File: src/rtl/router_split.sv
// rtl/router_split.sv - joins a data token with a destination token, buffers it and routes it to one of NUM_OUT lanes
module router_split #(
    parameter int WIDTH   = 11,
    parameter int CTRL_W  = 3,
    parameter int NUM_OUT = 5,
    parameter int DEPTH   = 2
) (
    input  logic                     clk,
    input  logic                     reset,
    input  logic [WIDTH-1:0]         in_data,
    input  logic                     in_valid,
    output logic                     in_ready,
    input  logic [CTRL_W-1:0]        ctrl_data,
    input  logic                     ctrl_valid,
    output logic                     ctrl_ready,
    output logic [NUM_OUT*WIDTH-1:0] out_data,
    output logic [NUM_OUT-1:0]       out_valid,
    input  logic [NUM_OUT-1:0]       out_ready,
    output logic [7:0]               drop_count
);

    localparam int PTR_W = $clog2(DEPTH);
    localparam int CNT_W = $clog2(DEPTH + 1);
    localparam int ENT_W = CTRL_W + WIDTH;
    localparam logic [CTRL_W:0]  NUM_OUT_C = (CTRL_W + 1)'(NUM_OUT);
    localparam logic [PTR_W-1:0] LAST_PTR  = PTR_W'(DEPTH - 1);
    localparam logic [CNT_W-1:0] FULL_CNT  = CNT_W'(DEPTH);

    // Each entry holds {destination, payload}
    logic [ENT_W-1:0]  mem_q [DEPTH];
    logic [PTR_W-1:0]  wr_ptr_q;
    logic [PTR_W-1:0]  rd_ptr_q;
    logic [CNT_W-1:0]  count_q;
    logic [CNT_W-1:0]  count_d;
    logic              ready_q;
    logic [7:0]        drop_q;

    logic              accept;
    logic              legal;
    logic              push;
    logic              pop;
    logic              drop;
    logic [CTRL_W-1:0] head_dest;
    logic [WIDTH-1:0]  head_data;

    // Pointers wrap explicitly so DEPTH need not be a power of two
    function automatic logic [PTR_W-1:0] ptr_inc(input logic [PTR_W-1:0] p);
        return (p == LAST_PTR) ? '0 : p + PTR_W'(1);
    endfunction

    // Both channels move together; ready comes only from registered state
    assign accept     = in_valid & ctrl_valid & ready_q;
    assign legal      = {1'b0, ctrl_data} < NUM_OUT_C;
    assign push       = accept & legal;
    assign drop       = accept & ~legal;
    assign {head_dest, head_data} = mem_q[rd_ptr_q];
    assign in_ready   = ready_q;
    assign ctrl_ready = ready_q;
    assign drop_count = drop_q;

    // Decode the head destination into a lane; only that lane's ready may pop
    always_comb begin
        out_valid = '0;
        out_data  = '0;
        for (int k = 0; k < NUM_OUT; k++) begin
            out_valid[k]               = (count_q != '0) && (head_dest == CTRL_W'(k));
            out_data[k*WIDTH +: WIDTH] = head_data;
        end
        pop = |(out_valid & out_ready);
    end

    // Occupancy after this cycle's push/pop; simultaneous push and pop leaves it unchanged
    always_comb begin
        count_d = count_q;
        case ({push, pop})
            2'b10:   count_d = count_q + CNT_W'(1);
            2'b01:   count_d = count_q - CNT_W'(1);
            default: count_d = count_q;
        endcase
    end

    // FIFO storage, pointers, registered ready and saturating drop counter
    always_ff @(posedge clk or posedge reset) begin
        if (reset) begin
            wr_ptr_q <= '0;
            rd_ptr_q <= '0;
            count_q  <= '0;
            ready_q  <= 1'b0;
            drop_q   <= '0;
            for (int i = 0; i < DEPTH; i++) begin
                mem_q[i] <= '0;
            end
        end else begin
            if (push) begin
                mem_q[wr_ptr_q] <= {ctrl_data, in_data};
                wr_ptr_q        <= ptr_inc(wr_ptr_q);
            end
            if (pop) begin
                rd_ptr_q <= ptr_inc(rd_ptr_q);
            end
            count_q <= count_d;
            ready_q <= (count_d != FULL_CNT);
            if (drop && (drop_q != 8'hFF)) begin
                drop_q <= drop_q + 8'd1;
            end
        end
    end

endmodule

File: config.mk
export PLATFORM = sky130hd
export DESIGN_NAME = router_split
export DESIGN_NICKNAME = d
export VERILOG_FILES = /design/src/rtl/router_split.sv
export SDC_FILE = /design/constraint.sdc
export NUM_CORES = 1
export LEC_CHECK = 0
export ABC_CLOCK_PERIOD_IN_PS = 3950
export CAP_MARGIN = 20
export CORE_MARGIN = 4
export CORE_UTILIZATION = 48
export DETAILED_ROUTE_END_ITERATION = 8
export PLACE_DENSITY = 0.88
export REMOVE_ABC_BUFFERS = 1
export SYNTH_ARGS = -nofsm -noshare
export SYNTH_HDL_FRONTEND = slang
export SYNTH_SLANG_ARGS = --single-unit
File: constraint.sdc
create_clock -name clk -period 3.95 [get_ports clk]
set_clock_uncertainty 0.05 [all_clocks]
set_input_delay 0.79 -clock clk [delete_from_list [all_inputs] [get_ports clk]]
set_output_delay 0.79 -clock clk [all_outputs]
set_load 0.005 [all_outputs]
## Word level (Yosys, flattened, before mapping)

Cells that the tools add are included.

- Logic and storage cells: 51
- Flip-flop bits (word level): 41
- Output and inout port bits: 70
- Input port bits: 23

- Reductions and logical operators: 10
- Bitwise operators: 8
- Equal/unequal tests: 8
- Mux-type cells: 9
- Add/sub/neg operators: 5
- Order comparisons: 4

Operators with widths:

| cell | number |
|---|---|
| $mux W14 | 4 |
| $bwmux W28 | 1 |
| $demux W14 S1 | 1 |
| $add A8 B1 Y8 const B | 1 |
| $ne A8 B8 Y1 const B | 1 |
| $logic_and A1 B1 Y1 | 7 |
| $eq A3 B2 Y1 const B | 2 |
| $and A5 B5 Y5 | 1 |
| $reduce_or A5 Y1 | 1 |
| $and A1 B1 Y1 | 4 |
| $ge A2 B2 Y1 const B | 2 |
| $not A1 Y2 | 2 |
| $pmux W2 S2 | 1 |
| $eq A3 B1 Y1 const B | 1 |
| $eq A3 B3 Y1 const B | 1 |
| $logic_not A3 Y1 | 1 |
| $lt A3 B3 Y1 const B | 1 |
| $add A1 B1 Y1 const B | 2 |
| $add A2 B1 Y2 const B | 1 |
| $eq A2 B1 Y1 const B | 1 |
| $eq A2 B2 Y1 const B | 1 |
| $lt A2 B1 Y1 const B | 1 |
| $mux W1 | 2 |
| $ne A2 B2 Y1 const B | 1 |
| 3 further kinds | 3 |

## Longest topological paths before layout

- Depth in word-level cells: 11
- Depth in mapped cells: 10
- Mapped depth without buffers: 9

## Least setup slack after synthesis

No wires, ideal clock.

- Kind: flip-flop to output port
- From: reg rd_ptr_q
- To: out out_data[12]
- Path buffers: 3
- Stages on the path, launching flop included: 5
- Path slack: 1.735 ns
- Data arrival time: 1.375 ns
- Cells stage by stage: dfrtp_1 > buf_6 > clkbuf_1 > mux2_2 > buf_4

- Longest elaborated chain between the ends: 4

Ends and longest elaborated chain:

| item | RTL line | source |
|---|---|---|
| from (decl) | 32 | `logic [PTR_W-1:0] rd_ptr_q;` |
| from (signal assigned) | 99 | `rd_ptr_q <= ptr_inc(rd_ptr_q);` |
| $not A1 Y2 (not written as such) | 56 | `assign {head_dest, head_data} = mem_q[rd_ptr_q];` |
| $mux W14 (not written as such) (3 in a row) | 56 |  |
| to (decl) | 16 | `output logic [NUM_OUT*WIDTH-1:0] out_data,` |

Every way passes these cells. The select of a mux whose other input is x is not followed.

## Final worst setup path

- From: reg rd_ptr_q
- To: out out_valid[4]

- Longest elaborated chain between the ends: 6

Ends and longest elaborated chain:

| item | RTL line | source |
|---|---|---|
| $not A1 Y2 (not written as such) | 56 |  |
| $mux W14 (not written as such) (3 in a row) | 56 |  |
| $eq A3 B3 Y1 | 66 | `out_valid[k] = (count_q != '0) && (head_dest == CTRL_W'(k));` |
| $logic_and A1 B1 Y1 | 66 |  |
| to (decl) | 17 | `output logic [NUM_OUT-1:0] out_valid,` |

Every way passes these cells. The select of a mux whose other input is x is not followed.

==> summary.md <==
| Metric | Value |
|---|---|
| Status | complete, no violations |
| VDD IR max | 0.551 mV |
| Cts repair resizes | 0 |
| Core ar. | 4790 µm² |
| Largest net degree at the start of global routing | 42 |
| Crit path required time | 3.11 ns |
| Post-Synth Simple-Gate Area | 0.0897 |
| CP Launch Type | flop |
| DR DRC count | 0 |
| Clk slew on worst S/H paths | 0.08 ns |
| Initial core utilization | 0.504 |
| Clock root buffer | clkbuf_8 |
| Vias | 1589 |
| N_diodes | 0 |
| H-tree Lvls | 2 |
| Clock buffer depth | 2 |
| Post-synthesis adder-cell area fraction | 0.0104 |
| Gr usage total | 0.168 |
| Slew HR | 0.454 |
| Post-synth EDFFs | 0 |
| Inserted Clock Buffers | 5 |
| CP max FO | 11 |
| Netlist Area Pre-Place | 2410 µm² |
| Post-detail-place hpwl | 3730 µm |
| Max-slew violation count | 0 |
| Die Area | 6220 µm² |
| Clk_lat worst skew | 0.30 ns |
| Area growth syn-to-layout | 31.3% |
| Post-CTS Setup Repair Bufs | 0 |
| Yosys cell types | 40 |
| Fraction of layout cells with a size suffix above 1 | 0.222 |
| Nets | 276 |
| Clock sinks | 41 |
| Pwr per Cell Area | 930 nW/µm² |
| Commonest non-fill, non-tap cell in the layout | clkdlybuf4s50_1 |
| DP Area | 3050 µm² |
| Die X | 78.9 µm |
| Register area share after synthesis | 0.425 |
| Synth Instances | 201 |
| CP endpoint kind | output port |
| Setup TNS | 0 ns |
| Worst Path Arrival | 2.41 ns |
| RSZ-0062 raised after global routing | no |
| Initial antenna violation count | 0 |
| Routed wire length | 4890 µm |
| Worst-path cell chain | buf_4 > mux2i_1 > nand2_1 > nor3_1 > clkdlybuf4s50_1 |
| Xor and xnor area share after synthesis | 0.0399 |
| Worst R2R Setup Slack | 1.28 ns |
| Ports | 93 |
| DRT iter0 DRCs | 51 |
| #FFs+latches synth | 41 |
| GPL Wtd Cong | 0.784 |
| Die Span Y | 78.9 µm |
| Most frequent cells in the layout | clkdlybuf4s50_1, dfrtp_1, mux2_2 |
| Total gr overflow | 0 |
| Post-DR vias/cell | 4.98 |
| Number of hold buffers added after cts | 0 |
| Max incr delay on CP | 0.68 ns |
| Tightest Pin Transition | 0.819 ns |
| Synthesized area per cell | 12.0 µm² |
| Vias in the first global route | 1824 |
| Final Hold Fails | 0 |
| First-pass detailed-route iteration total | 4 |
| Final setup violation count | 0 |
| Largest family of logic cells by synthesized area | multiplexers |
| Final instance area | 3170 µm² |
| Part of the cycle the worst path needs | 0.822 |
| Fin crit period | 3.25 ns |
| Routed WL per cell | 15.3 µm |
| Peak Freq | 308 MHz |
| Crit path max-delay cell type | dfrtp_1 |
| First-pass GRT wire length | 8340 µm |
| Commonest register cell after synthesis | dfrtp_1 |
| Leak | 1.34 nW |
| PortBufs | 92 |
| Row cnt | 25 |
| Routed Antenna Nets | 0 |
| Post-synthesis mux area share | 0.238 |
| Worst hold-check path type | flop to flop |
| Fillers | 372 |
| Ys Warns | 0 |
| TritonCTS clock tree | yes |
| Async SR Flop Fraction | 1.00 |
| Worst Setup Path Type | flop to output port |
| Compound-Gate Fraction of Synth Area | 0.0322 |
| Maxcap violations | 0 |
==> power breakdown <==
group | internal [mW] | leakage, nW | switching (mW) | total, mW
logic | 1.19 | 0.784 | 0.618 | 1.81
clock network | 0.205 | 0.0574 | 0.147 | 0.353
registers | 0.613 | 0.499 | 0.168 | 0.781
==> flip-flops by register name, indices dropped and copies added, names as in the netlist <==
signal      cells
mem_q          28
drop_count      8
count_q         2
ctrl_ready      1
rd_ptr_q        1
wr_ptr_q        1
==> per-layer routing <==
| layer | global-route usage | share of wire | vias up |
|---|---|---|---|
| li1 | - | - | 747 |
| met1 | 0.192 | 0.41 | 784 |
| met2 | 0.301 | 0.52 | 53 |
| met3 | 0.0454 | 0.056 | 5 |
| met4 | 0.0567 | 0.012 | 0 |
| met5 | 0 | 0 | - |
==> per-stage QoR <==
stage | worst slack [ns] | std cells | util | total power, mW | hold slack [ns]
2_1_floorplan | 1.52 | 150 | - | 1.51 | 0.404
4_1_cts | 0.677 | 319 | 0.662 | 2.99 | 0.450
6_report | 0.703 | 319 | 0.662 | 2.95 | 0.452
3_3_place_gp | 1.04 | 311 | 0.637 | 2.56 | 0.416
5_1_grt | 0.527 | 319 | 0.662 | 3.15 | 0.464
3_5_place_dp | 1.01 | 311 | 0.637 | 2.62 | 0.430
==> worst max-delay path, delay by kind of cell (launching register included) <==
kind,cells,cell delay (ns)
buf+inv,2,0.82
flops,1,0.68
mux,1,0.35
simple gates,2,0.26
==> path summary, 6_finish.rpt <==
path | endpoint | start | cells after the start
setup reg to reg | ctrl_ready | rd_ptr_q | 9
max in group asynchronous | mem_q[9] | reset | 3
setup / recovery | out_valid[4] | rd_ptr_q | 5
hold / removal | mem_q[17] | mem_q[17] | 1
min in group asynchronous | mem_q[12] | reset | 3
hold reg to reg | mem_q[17] | mem_q[17] | 1
==> final cells by class <==
class,count,area (µm²),share of cell area
clock buffers,6,82.6,0.0261
clock inverters,2,37.5,0.0119
inverters,3,11.3,0.00356
multi-input cells,106,990,0.313
flip-flops and latches,41,1030,0.324
well taps,67,83.8,0.0265
repair buffers,94,936,0.296
==> cell usage after synthesis (2+ instances only) <==
| cell type | number | share of area |
|---|---|---|
| buf_6 | 3 | 0.014 |
| nand3_1 | 7 | 0.015 |
| nor3_1 | 5 | 0.010 |
| nand2_1 | 5 | 0.0078 |
| ha_1 | 2 | 0.010 |
| dfrtp_1 | 41 | 0.43 |
| mux2_2 | 26 | 0.12 |
| nor3b_1 | 2 | 0.0062 |
| buf_4 | 45 | 0.14 |
| xnor2_1 | 3 | 0.011 |
| mux2_1 | 4 | 0.019 |
| or2_1 | 2 | 0.0052 |
| mux2i_1 | 2 | 0.0083 |
| mux2_4 | 12 | 0.075 |
| inv_1 | 3 | 0.0047 |
| o21ai_1 | 2 | 0.0041 |
| buf_2 | 2 | 0.0041 |
| nor2_1 | 6 | 0.0093 |
| xor2_1 | 8 | 0.029 |
==> cell families (layout without fill, tap and decap cells) <==
logic type | count (synthesis) | count (layout)
adders and majority gates | 2 | 2
and+or+nand+nor | 37 | 37
DFF | 41 | 41
AOI/OAI and AO/OA | 10 | 10
xor gates and xnor gates | 11 | 11
muxes | 46 | 46
buffers and inverters | 54 | 105
No activity file was read; power rests on OpenSTA's default activity.
